<file path="src/rtl/uart_tx_pkg.sv">
// Shared UART definitions: receive and transmit state encodings plus default
// frame constants used by both halves of the UART.
package uart_tx_pkg;

    localparam int DEF_CLKS_PER_BIT = 16;
    localparam int DEF_DATA_BITS    = 8;
    localparam int DEF_STOP_BITS    = 1;

    typedef enum logic [1:0] {
        RX_IDLE,
        RX_START,
        RX_DATA,
        RX_STOP
    } rx_state_t;

    // Transmit states carry a TX_ prefix so they coexist with the receiver's names.
    typedef enum logic [1:0] {
        TX_IDLE,
        TX_START,
        TX_DATA,
        TX_STOP
    } tx_state_t;

    function automatic int frame_cycles(input int clks_per_bit, input int data_bits,
                                        input int stop_bits);
        return (1 + data_bits + stop_bits) * clks_per_bit;
    endfunction

endpackage

</file>
<file path="src/rtl/uart_tx_bit_timer.sv">
// Free-running bit-period timer for the transmitter: counts 0..CLKS_PER_BIT-1
// and strobes bit_end on the last cycle of every bit period.
module uart_tx_bit_timer #(
    parameter int CLKS_PER_BIT = 16
) (
    input  logic clk,
    input  logic rst,
    input  logic clear,
    output logic bit_end,
    output logic bit_pre_end
);

    localparam int CW = $clog2(CLKS_PER_BIT);
    localparam logic [CW-1:0] LAST = CW'(CLKS_PER_BIT - 1);
    localparam logic [CW-1:0] PRE  = CW'(CLKS_PER_BIT - 2);

    logic [CW-1:0] count;

    always_ff @(posedge clk) begin
        if (rst || clear) begin
            count <= '0;
        end else if (count == LAST) begin
            count <= '0;
        end else begin
            count <= count + CW'(1);
        end
    end

    // bit_pre_end lets registered outputs line up with the final cycle of a bit.
    assign bit_end     = (count == LAST);
    assign bit_pre_end = (count == PRE);

endmodule

</file>
<file path="src/rtl/uart_tx.sv">
// UART transmitter: takes a byte over valid/ready and serialises it as
// start bit, LSB-first data bits and STOP_BITS stop bits on tx.
module uart_tx
    import uart_tx_pkg::*;
#(
    parameter int CLKS_PER_BIT = DEF_CLKS_PER_BIT,
    parameter int DATA_BITS    = DEF_DATA_BITS,
    parameter int STOP_BITS    = DEF_STOP_BITS
) (
    input  logic                 clk,
    input  logic                 rst,
    input  logic [DATA_BITS-1:0] data,
    input  logic                 valid,
    output logic                 ready,
    output logic                 tx,
    output logic                 busy,
    output logic                 done,
    output tx_state_t            dbg_state
);

    // Handshake: a byte is taken on any rising edge where valid && ready; ready
    // never depends on valid, and valid without ready is ignored.

    localparam int IW = $clog2(DATA_BITS + 1);
    localparam logic [IW-1:0] LAST_BIT = IW'(DATA_BITS - 1);

    tx_state_t            state;
    logic [DATA_BITS-1:0] shift;
    logic [IW-1:0]        bit_idx;
    logic                 stop_cnt;
    logic                 bit_end;
    logic                 bit_pre_end;
    logic                 last_stop;
    logic                 accept;

    uart_tx_bit_timer #(
        .CLKS_PER_BIT(CLKS_PER_BIT)
    ) u_timer (
        .clk        (clk),
        .rst        (rst),
        .clear      (state == TX_IDLE),
        .bit_end    (bit_end),
        .bit_pre_end(bit_pre_end)
    );

    assign last_stop = (stop_cnt == 1'(STOP_BITS - 1));
    // The final stop cycle also accepts, so frames can run back to back.
    assign ready     = (state == TX_IDLE) || ((state == TX_STOP) && last_stop && bit_end);
    assign accept    = valid && ready;
    assign dbg_state = state;

    always_ff @(posedge clk) begin
        if (rst) begin
            state    <= TX_IDLE;
            shift    <= '0;
            bit_idx  <= '0;
            stop_cnt <= 1'b0;
            tx       <= 1'b1;
            busy     <= 1'b0;
            done     <= 1'b0;
        end else begin
            done <= (state == TX_STOP) && last_stop && bit_pre_end;
            case (state)
                TX_IDLE: begin
                    if (accept) begin
                        shift <= data;
                        state <= TX_START;
                        tx    <= 1'b0;
                        busy  <= 1'b1;
                    end
                end
                TX_START: begin
                    if (bit_end) begin
                        state   <= TX_DATA;
                        bit_idx <= '0;
                        tx      <= shift[0];
                    end
                end
                TX_DATA: begin
                    if (bit_end) begin
                        if (bit_idx == LAST_BIT) begin
                            state    <= TX_STOP;
                            stop_cnt <= 1'b0;
                            tx       <= 1'b1;
                        end else begin
                            shift   <= shift >> 1;
                            bit_idx <= bit_idx + IW'(1);
                            tx      <= shift[1];
                        end
                    end
                end
                TX_STOP: begin
                    if (bit_end) begin
                        if (!last_stop) begin
                            stop_cnt <= 1'b1;
                        end else if (accept) begin
                            shift <= data;
                            state <= TX_START;
                            tx    <= 1'b0;
                        end else begin
                            state <= TX_IDLE;
                            busy  <= 1'b0;
                        end
                    end
                end
                default: state <= TX_IDLE;
            endcase
        end
    end

endmodule

</file>
<file path="config.mk">
export PLATFORM = sky130hd
export DESIGN_NAME = uart_tx
export DESIGN_NICKNAME = d
export VERILOG_FILES = /design/src/rtl/uart_tx_pkg.sv /design/src/rtl/uart_tx_bit_timer.sv /design/src/rtl/uart_tx.sv
export SDC_FILE = /design/constraint.sdc
export NUM_CORES = 1
export LEC_CHECK = 0
export BUFFER_PORTS_ARGS = -buffer_cell sky130_fd_sc_hd__buf_2
export CORE_ASPECT_RATIO = 1.4
export CORE_MARGIN = 10
export CORE_UTILIZATION = 44
export CTS_CLUSTER_DIAMETER = 80
export DETAILED_ROUTE_END_ITERATION = 10
export PLACE_DENSITY = 0.64
export SLEW_MARGIN = 5
export SYNTH_ARGS = -nofsm -noshare
export SYNTH_HDL_FRONTEND = slang
export SYNTH_HIERARCHICAL = 1
export SYNTH_SLANG_ARGS = --single-unit
</file>
<file path="constraint.sdc">
create_clock -name clk -period 2.8 [get_ports clk]
set_input_delay 0.14 -clock clk [delete_from_list [all_inputs] [get_ports clk]]
set_output_delay 0.14 -clock clk [all_outputs]
set_load 0.005 [all_outputs]
</file>
==> qor.json, run 1 <==
{
  "irDropWorstVdd_uv": 457.6,
  "status": "completed",
  "numCtsBuffers": 3,
  "r2r-end": "shift[2]$_SDFFE_PP0P_",
  "post_synth_instance_area_mm2": 0.001250,
  "vias_post_dr": 956,
  "clk_path_buf_depth": 2,
  "drv_cap": 0,
  "regToRegSetupSlack_ns": 0.67,
  "power_per_cell_area_mw_per_mm2": 878.2,
  "wl_per_cell_um": 13.92,
  "rsz0062_at_grt": "false",
  "synthesis.nets": 143,
  "netlist_instances": 125,
  "antenna_left": 0,
  "maxSlewViolCount": 0,
  "grt_pass1_wl_um": 4353,
  "share_of_cells_above_drive_strength_1_pct": 29.50,
  "initialDrtViolationCount": 12,
  "num_antenna_cells": 0,
  "clock-sinks": 21,
  "synthFlopType": "dfxtp_1",
  "worst_ep_required_time_ns": 3.03,
  "synth_seq_area_share_pct": 33.63,
  "tritoncts_clock_tree": "done",
  "top_level_ports": 17,
  "ys_async_sr_fraction_pct": 0,
  "detailed_routing_iteration_count_for_the_pre_antenna_repair_pass": 4,
  "core_region_area_mm2": 0.002670,
  "final-hold-violation-count": 0,
  "hold-path-endpoint": "busy$_SDFFE_PP0P_",
  "vertical_die_dimension_um": 83.07,
  "hpwlAfterDp_um": 1841,
  "globalRouteOverflowTotal": 0,
  "setup.worst_path.start_class": "flop",
  "ys_types": 43,
  "depth_of_the_worst_register_to_register_path": 6,
  "period_share_pct": 76.03,
  "route.detailed.vias_per_inst": 5.463,
  "initial_utilization_pct": 46.81,
  "cp_data_arrival_time_ns": 2.36,
  "clkTransAtPathRegs_ns": 0.12,
  "grt_max_degree": 21,
  "critical_path_class": "reg -> reg",
  "flop_and_latch_count_out_of_synthesis": 21,
  "die_area_mm2": 0.005403,
  "critPathCaptureType": "flop",
  "first_global_vias": 1004,
  "gp_congestion": 0.7783,
  "post-cts-setup-buffers": 0,
  "setup_total_negative_slack_ns": 0,
  "yosysTopAreaCell": "dfxtp_1",
  "cellLeakagePower_uw": 0.0005457,
  "timing.hold.ws_ns": 0.1851,
  "total_power_after_layout_uw": 1187,
  "nNetsFinal": 158,
  "ys.warnings.count": 6,
  "final.setup_skew_ns": 0.004381,
  "worstMarginPinSlew_ns": 0.6432,
  "routed_wl_um": 2436,
  "relative_slew_slack_pct": 57.12,
  "h-tree-depth": 1,
  "worstReg2RegStart": "dbg_state[0]$_SDFFE_PP0P_",
  "cts_repair_resizes": 0,
  "post-synth-top-area-fraction_pct": 33.63,
  "path_max_fanout": 16,
  "synth.avg_cell_area_um2": 10.00,
  "fmaxAchievable_ghz": 0.4697,
  "netlist_top_cells_area": "dfxtp_1, a311oi_2, mux2i_1",
  "cts_hold_buf": 0,
  "drt_drc_violations_left": 0,
  "synth-edff-count": 0,
  "hold_path.startpoint": "valid",
  "n_fill_cell": 267,
  "io_buffers": 16,
  "number_of_core_rows": 22,
  "hold_path_depth": 3,
  "area_delta_synth_final_pct": 8.108,
  "gr-usage-all-layers_pct": 9.593,
  "cts.root.buffer_cell": "clkbuf_4",
  "utilization_pct": 50.61,
  "die_x_um": 65.05,
  "antenna_found_initial": 0,
  "worst_skew_pair.late_latency_ns": 0.31,
  "kind_of_path_behind_the_tightest_hold_check": "in -> reg",
  "fin_crit_ns": 2.129,
  "final-setup-viol-count": 0
}
-- registers in the layout, indices dropped and copies added (netlist names) --
name           flops
bit_idx            4
busy               1
dbg_state          2
done               1
shift              8
tx                 1
u_timer/count      4
-- kinds of logic after synthesis --
logic type / synth area share, %
AOI/OAI and AO/OA: 26.53
xor gates and xnor gates: 2.803
adders and majority gates: 7.007
buffers and inverters: 7.107
DFF: 33.63
muxes: 8.108
and+or+nand+nor: 14.82
-- placed cells by master, fill, tap and decap left out, types with 4 or more instances in the layout --
master,netlist,layout
a21oi_1,9,9
buf_2,1,16
nor2_1,9,9
dfxtp_1,21,21
nand2_1,4,4
inv_1,8,8
mux2i_1,9,9
ha_1,7,7
a311oi_2,7,7
a211oi_1,4,4
-- worst max path at each step --
| stage | start | endpoint | cells past startpoint |
|---|---|---|---|
| CTS | dbg_state[0]$_SDFFE_PP0P_ | shift[2]$_SDFFE_PP0P_ | 6 |
| global route | dbg_state[0]$_SDFFE_PP0P_ | shift[4]$_SDFFE_PP0P_ | 6 |
| floorplan | u_timer/count[0]$_SDFF_PP0_ | shift[7]$_SDFFE_PP0P_ | 7 |
| global placement | dbg_state[0]$_SDFFE_PP0P_ | shift[1]$_SDFFE_PP0P_ | 6 |
| detailed placement | dbg_state[0]$_SDFFE_PP0P_ | shift[2]$_SDFFE_PP0P_ | 6 |
| finish | dbg_state[0]$_SDFFE_PP0P_ | shift[2]$_SDFFE_PP0P_ | 6 |
-- synth_stat cells, types with 2 or more instances --
master    number
dfxtp_1       21
a21oi_1        9
mux2i_1        9
nor2_1         9
inv_1          8
a311oi_2       7
ha_1           7
a211oi_1       4
nand2_1        4
nand2b_1       3
o21ai_0        3
xnor2_1        3
a211o_1        2
a22oi_1        2
a31o_2         2
buf_4          2
clkbuf_1       2
nand3_1        2
nor2b_1        2
-- area by class of cell --
| cell class | instances | area, um2 | area share (%) |
|---|---|---|---|
| Timing Repair Buffer | 17 | 87.58 | 6.481 |
| Sequential cell | 21 | 420.4 | 31.11 |
| Clock inverter | 1 | 5.005 | 0.3704 |
| Multi-Input combinational cell | 89 | 740.7 | 54.81 |
| Tap cell | 36 | 45.04 | 3.333 |
| Clock buffer | 3 | 22.52 | 1.667 |
| Inverter | 8 | 30.03 | 2.222 |
-- worst max-delay path: stages, from the launching register on --
cell      delay (ns)
dfxtp_1         0.41
inv_1           0.11
ha_1            0.40
nor2_1          0.17
o21a_1          0.54
a21oi_1         0.17
a311oi_2        0.25
-- layer usage --
metal	wire length, um	GRT usage [%]	vias up
li1	-	-	483
met1	1016	9.822	451
met2	1243	16.76	18
met3	139	2.823	4
met4	36	5.058	0
met5	0	0	-
-- stage by stage --
step                setup WS [ns]  instance area (um2)  instances
finish                     0.6711                 1351        175
detailed placement         0.6919                 1324        171
floorplan                   1.135                 1250        125
global placement           0.7890                 1324        171
CTS                        0.6567                 1351        175
global route               0.4509                 1351        175
-- report_power, final --
group	switching [uW]	internal (uW)	total [uW]
clock	95.5	53.4	149
sequential	49.0	366	415
combinational	354	269	623
total	498	688	1190
No activity file was read; power rests on OpenSTA's default activity.
==> inputs of run 2 (changes only) <==
--- a/config.mk
+++ b/config.mk
@@ -11,7 +11,7 @@
 export CORE_UTILIZATION = 44
 export CTS_CLUSTER_DIAMETER = 80
 export DETAILED_ROUTE_END_ITERATION = 10
-export PLACE_DENSITY = 0.64
+export PLACE_DENSITY = 0.66
 export SLEW_MARGIN = 5
 export SYNTH_ARGS = -nofsm -noshare
 export SYNTH_HDL_FRONTEND = slang
==> constraint.sdc (replaced) <==
create_clock -name clk -period 1.81 [get_ports clk]
set_input_delay 0.0905 -clock clk [delete_from_list [all_inputs] [get_ports clk]]
set_output_delay 0.0905 -clock clk [all_outputs]
set_load 0.005 [all_outputs]
==> qor.json, run 2 (synthesis results as in run 1) <==
{
  "status": "completed",
  "period_share_pct": 96.19,
  "area_delta_synth_final_pct": 12.91,
  "registers.top_by_ff_count": "shift",
  "largest_register_ffs": 8,
  "maxSlewViolCount": 0,
  "rsz0062_at_grt": "false",
  "io_buffers": 16,
  "route.detailed.vias_per_inst": 5.381,
  "clk_path_buf_depth": 2,
  "numCtsBuffers": 3,
  "kind_of_path_behind_the_tightest_hold_check": "in -> reg",
  "die_area_mm2": 0.005403,
  "antenna_found_initial": 0,
  "vias_post_dr": 974,
  "first_global_vias": 955,
  "clkTransAtPathRegs_ns": 0.13,
  "vertical_die_dimension_um": 83.07,
  "critical_path_class": "reg -> reg",
  "final.setup_skew_ns": 0.004867,
  "hpwlAfterDp_um": 1898,
  "top_level_ports": 17,
  "path_max_fanout": 16,
  "wl_per_cell_um": 13.51,
  "share_of_cells_above_drive_strength_1_pct": 33.10,
  "irDropWorstVdd_uv": 786.4,
  "drt_drc_violations_left": 0,
  "cp_data_arrival_time_ns": 1.97,
  "number_of_core_rows": 22,
  "grt_pass1_wl_um": 4071,
  "fin_crit_ns": 1.741,
  "globalRouteOverflowTotal": 0,
  "num_antenna_cells": 0,
  "detailed_routing_iteration_count_for_the_pre_antenna_repair_pass": 4,
  "drv_cap": 0,
  "layout.cells.most_common_list": "dfxtp_1, buf_2, mux2i_1, nor2_1, a21oi_1",
  "total_power_after_layout_uw": 1991,
  "final-hold-violation-count": 0,
  "worst_skew_pair.late_latency_ns": 0.30,
  "core_region_area_mm2": 0.002670,
  "final-setup-viol-count": 0,
  "gr-usage-all-layers_pct": 8.825,
  "critPathCaptureType": "flop",
  "die_x_um": 65.05,
  "cellLeakagePower_uw": 0.0005767,
  "routed_wl_um": 2445,
  "setup.worst_path.start_class": "flop",
  "top_regs": "shift: 8 flops, bit_idx: 4 flops, u_timer/count: 4 flops",
  "power_per_cell_area_mw_per_mm2": 1410,
  "grt_max_degree": 21,
  "fmaxAchievable_ghz": 0.5744,
  "tritoncts_clock_tree": "done",
  "worstMarginPinSlew_ns": 0.4278,
  "nNetsFinal": 164,
  "worst_ep_required_time_ns": 2.04,
  "initialDrtViolationCount": 11,
  "cts.root.buffer_cell": "clkbuf_4",
  "setup_total_negative_slack_ns": 0,
  "relative_slew_slack_pct": 71.48,
  "layout_commonest_cell": "dfxtp_1",
  "antenna_left": 0,
  "initial_utilization_pct": 46.81,
  "gp_congestion": 0.8314,
  "clock-sinks": 21,
  "h-tree-depth": 1
}
[run 2: critical path, cell delays in order (launching register included)]
cell and delay [ns]:
dfxtp_1 0.36, ha_1 0.23, and3_4 0.20, a21o_1 0.21, a22o_4 0.30, buf_4 0.16, a311oi_2 0.21
[run 2: area by class of cell]
class                      instances  area [um2]
sequential                        21       421.7
multi-input combinational         89       743.2
inverter                           8       30.03
tap                               36       45.04
timing repair buffer              23       145.1
clock buffer                       4       26.28
fill                             259        1259
[run 2: worst paths after layout]
| path | startpoint | to | slack, ns | cells past startpoint |
|---|---|---|---|---|
| min reg2reg | u_timer/count[0]$_SDFF_PP0_ | u_timer/count[0]$_SDFF_PP0_ | 0.48 | 1 |
| max | u_timer/count[0]$_SDFF_PP0_ | shift[5]$_SDFFE_PP0P_ | 0.07 | 6 |
| min | valid | busy$_SDFFE_PP0P_ | 0.15 | 3 |
| max reg2reg | u_timer/count[0]$_SDFF_PP0_ | shift[5]$_SDFFE_PP0P_ | 0.07 | 6 |
[run 2: per-stage QoR]
step | cells | util [%] | worst slack, ns | hold slack, ns | instance area, um2
after floorplan | 125 | - | 0.1453 | 0.1671 | 1250
after global placement | 176 | 51.45 | 0.1156 | 0.4406 | 1374
after CTS | 180 | 52.44 | 0.02070 | 0.1480 | 1400
after global routing | 181 | 52.86 | 0.003808 | 0.1707 | 1411
after detailed placement | 176 | 51.45 | 0.03461 | 0.4566 | 1374
final | 181 | 52.86 | 0.06900 | 0.1525 | 1411
[run 2: what timing repair did]
action	CTS	global route
gates resized for setup	0	2
buffers inserted	0	1
pin swaps	1	1
setup endpoints to repair	1	7
hold buffers	0	0
[run 2: power by group]
part | total (uW) | internal [uW] | switching, uW
combinational | 1120 | 531 | 584
sequential | 641 | 568 | 72.7
clock | 234 | 85.8 | 149
total | 1990 | 1190 | 805
[run 2: routing by layer]
| metal | vias to the layer above | global-route usage, % | share of wire (%) |
|---|---|---|---|
| met5 | - | 0 | 0 |
| met1 | 450 | 9.985 | 45 |
| met3 | 6 | 2.957 | 5.0 |
| li1 | 500 | - | - |
| met4 | 0 | 3.696 | 2.2 |
| met2 | 18 | 14.52 | 48 |
==> inputs of run 3 (changes only) <==
--- a/config.mk
+++ b/config.mk
@@ -5,6 +5,7 @@
 export SDC_FILE = /design/constraint.sdc
 export NUM_CORES = 1
 export LEC_CHECK = 0
+export ABC_AREA = 1
 export BUFFER_PORTS_ARGS = -buffer_cell sky130_fd_sc_hd__buf_2
 export CORE_ASPECT_RATIO = 1.4
 export CORE_MARGIN = 10
==> qor.json, run 3 <==
{
  "status": "completed",
  "globalRouteOverflowTotal": 0,
  "preCtsSetupSlack_ns": -0.04324,
  "ys_async_sr_fraction_pct": 0,
  "setup_total_negative_slack_ns": 0,
  "final-hold-violation-count": 0,
  "synth_seq_area_share_pct": 35.67,
  "h-tree-depth": 1,
  "core_region_area_mm2": 0.002587,
  "vias_post_dr": 1035,
  "worst_skew_pair.late_latency_ns": 0.31,
  "crit_path_cell_chain": "inv_1 -> ha_1 -> o21ai_0 -> nand2_1 -> nor2_4 -> buf_12 -> nand2_1 -> nand2_1 -> nor2_2",
  "cellLeakagePower_uw": 0.0006247,
  "top_regs": "shift: 8 flops, bit_idx: 4 flops, u_timer/count: 4 flops",
  "grt_pass1_wl_um": 3801,
  "initialDrtViolationCount": 23,
  "nNetsFinal": 204,
  "tritoncts_clock_tree": "done",
  "cts_hold_buf": 0,
  "routed_wl_um": 2300,
  "r2r-end": "shift[7]$_SDFFE_PP0P_",
  "final-setup-viol-count": 0,
  "antenna_found_initial": 0,
  "yosysTopAreaCell": "dfxtp_1",
  "hold_path_depth": 2,
  "drv_cap": 0,
  "synth.avg_cell_area_um2": 7.143,
  "clock-sinks": 21,
  "ys.warnings.count": 6,
  "die_x_um": 63.74,
  "hold-path-endpoint": "bit_idx[1]$_SDFFE_PP0P_",
  "depth_of_the_worst_register_to_register_path": 9,
  "post_synth_instance_area_mm2": 0.001179,
  "synth-edff-count": 0,
  "fin_crit_ns": 1.660,
  "detailed_routing_iteration_count_for_the_pre_antenna_repair_pass": 4,
  "final.setup_skew_ns": 0.004092,
  "period_share_pct": 91.70,
  "layout_commonest_cell": "nand2_1",
  "worst_ep_required_time_ns": 2.02,
  "synthFlopType": "dfxtp_1",
  "netlist_top_cells_area": "dfxtp_1, nand2_1, ha_1",
  "hold_path.startpoint": "rst",
  "power_per_cell_area_mw_per_mm2": 1328,
  "area_delta_synth_final_pct": 14.33,
  "critical-path-top-cell-by-count": "nand2_1",
  "worstMarginPinSlew_ns": 0.3003,
  "share_of_cells_above_drive_strength_1_pct": 22.16,
  "number_of_core_rows": 22,
  "postLayoutSetupSlackWorst_ns": 0.1503,
  "rsz0062_at_grt": "false",
  "setup.worst_path.start_class": "flop",
  "path_max_fanout": 16,
  "cp_data_arrival_time_ns": 1.87,
  "vertical_die_dimension_um": 81.24,
  "clkTransAtPathRegs_ns": 0.12,
  "regToRegSetupSlack_ns": 0.15,
  "critPathCaptureType": "flop",
  "largest_register_ffs": 8,
  "antenna_left": 0,
  "num_antenna_cells": 0,
  "flop_and_latch_count_out_of_synthesis": 21,
  "ys_types": 24,
  "worstReg2RegStart": "dbg_state[0]$_SDFFE_PP0P_",
  "synthesis.nets": 183,
  "utilization_pct": 52.08,
  "gr-usage-all-layers_pct": 8.950,
  "kind_of_path_behind_the_tightest_hold_check": "in -> reg",
  "numCtsBuffers": 3,
  "post-place-cells": 216,
  "initial_utilization_pct": 45.55,
  "cts.root.buffer_cell": "clkbuf_4",
  "route.detailed.vias_per_inst": 4.683,
  "gp_congestion": 0.8499,
  "fmaxAchievable_ghz": 0.6025,
  "grt_max_degree": 17,
  "clk_path_buf_depth": 2,
  "slowest_delay_ns": 0.43,
  "relative_slew_slack_pct": 79.86,
  "n_fill_cell": 261,
  "synth_most_common_cell": "nand2_1",
  "final-instance-count-excl-fill": 221,
  "die_area_mm2": 0.005178,
  "netlist_instances": 165,
  "first_global_vias": 998,
  "wl_per_cell_um": 10.41,
  "post-synth-top-area-fraction_pct": 35.67,
  "critical-path-slowest-cell": "dfxtp_1",
  "synthTopCellsByCount": "nand2_1, dfxtp_1, inv_1",
  "top_level_ports": 17,
  "io_buffers": 16,
  "maxSlewViolCount": 0,
  "layout.cells.most_common_list": "nand2_1, inv_1, dfxtp_1",
  "irDropWorstVdd_uv": 768.2,
  "drt_drc_violations_left": 0,
  "registers.top_by_ff_count": "shift",
  "critical_path_class": "reg -> reg",
  "hpwlAfterDp_um": 1854
}
## run 3: changes by cell type after synthesis, sizes merged, moves of 3 or more
cell / before / now
a211oi: 4 / 0
a21oi: 10 / 6
a311oi: 7 / 0
buf: 5 / 2
inv: 8 / 21
mux2i: 9 / 6
nand2: 4 / 50
nand2b: 3 / 0
nand3: 2 / 12
nand4: 0 / 6
nor2: 10 / 24
o21ai: 4 / 1
## run 3: metrics by stage
step                power, uW  hold slack [ns]  instance area [um2]
finish                   1790          0.05064                 1348
global route             1949          0.05391                 1348
CTS                      1815          0.05830                 1345
detailed placement       1513           0.3940                 1299
global placement         1483           0.3864                 1299
floorplan                1339           0.2613                 1179
## run 3: cell type report
cell class | instances | area (um2) | share of cell area (%)
repair buffers | 19 | 115.1 | 8.542
multi-input cells | 119 | 655.6 | 48.65
well taps | 36 | 45.04 | 3.343
inverters | 22 | 82.58 | 6.128
clock buffers | 4 | 26.28 | 1.950
flip-flops and latches | 21 | 422.9 | 31.38
## run 3: what timing repair did
item	in CTS	in global routing
endpoints found under the hold margin	0	0
setup endpoints to repair	8	8
setup buffers	1	0
pin swaps	1	0
gates resized for setup	0	3
## run 3: worst max-delay path: cells and delay by family, from the launching register on
family,cells,cell delay (ns)
flip-flops,1,0.43
AO/OA/AOI/OAI,1,0.25
AND/OR/NAND/NOR,5,0.40
adder cells (fa/ha/maj),1,0.24
buffers and inverters,2,0.24
## run 3: worst max-delay path by stage
stage / startpoint / endpoint / slack [ns] / depth (start not counted)
global placement: u_timer/count[0]$_SDFF_PP0_ / shift[1]$_SDFFE_PP0P_ / 0.02 / 10
detailed placement: u_timer/count[0]$_SDFF_PP0_ / shift[7]$_SDFFE_PP0P_ / -0.04 / 10
floorplan: u_timer/count[0]$_SDFF_PP0_ / shift[6]$_SDFFE_PP0P_ / 0.19 / 13
global route: u_timer/count[0]$_SDFF_PP0_ / shift[5]$_SDFFE_PP0P_ / 0.001 / 13
CTS: u_timer/count[0]$_SDFF_PP0_ / shift[7]$_SDFFE_PP0P_ / 0.04 / 13
finish: dbg_state[0]$_SDFFE_PP0P_ / shift[7]$_SDFFE_PP0P_ / 0.15 / 9
## run 3: metal layers
| layer | vias up | share of wire [%] | GRT usage (%) |
|---|---|---|---|
| li1 | 561 | - | - |
| met1 | 455 | 45 | 8.623 |
| met2 | 14 | 50 | 16.73 |
| met3 | 5 | 3.8 | 2.617 |
| met4 | 0 | 1.8 | 5.044 |
| met5 | - | 0 | 0 |
## run 3: report_power, final
| part | internal, uW | switching [uW] | total, uW |
|---|---|---|---|
| registers | 593 | 84.6 | 678 |
| clock network | 86.1 | 146 | 232 |
| logic | 370 | 511 | 880 |
| total | 1050 | 741 | 1790 |
## run 3: logic make-up (layout without fill, tap and decap cells)
group / Yosys count / in the layout / synth area share (%)
XOR/XNOR: 2 / 2 / 1.486
adder cells (fa/ha/maj): 7 / 7 / 7.431
multiplexers: 6 / 6 / 5.096
flip-flops: 21 / 21 / 35.67
AND/OR/NAND/NOR: 93 / 93 / 36.31
buffers and inverters: 25 / 45 / 8.704
AO/OA/AOI/OAI: 11 / 11 / 5.308
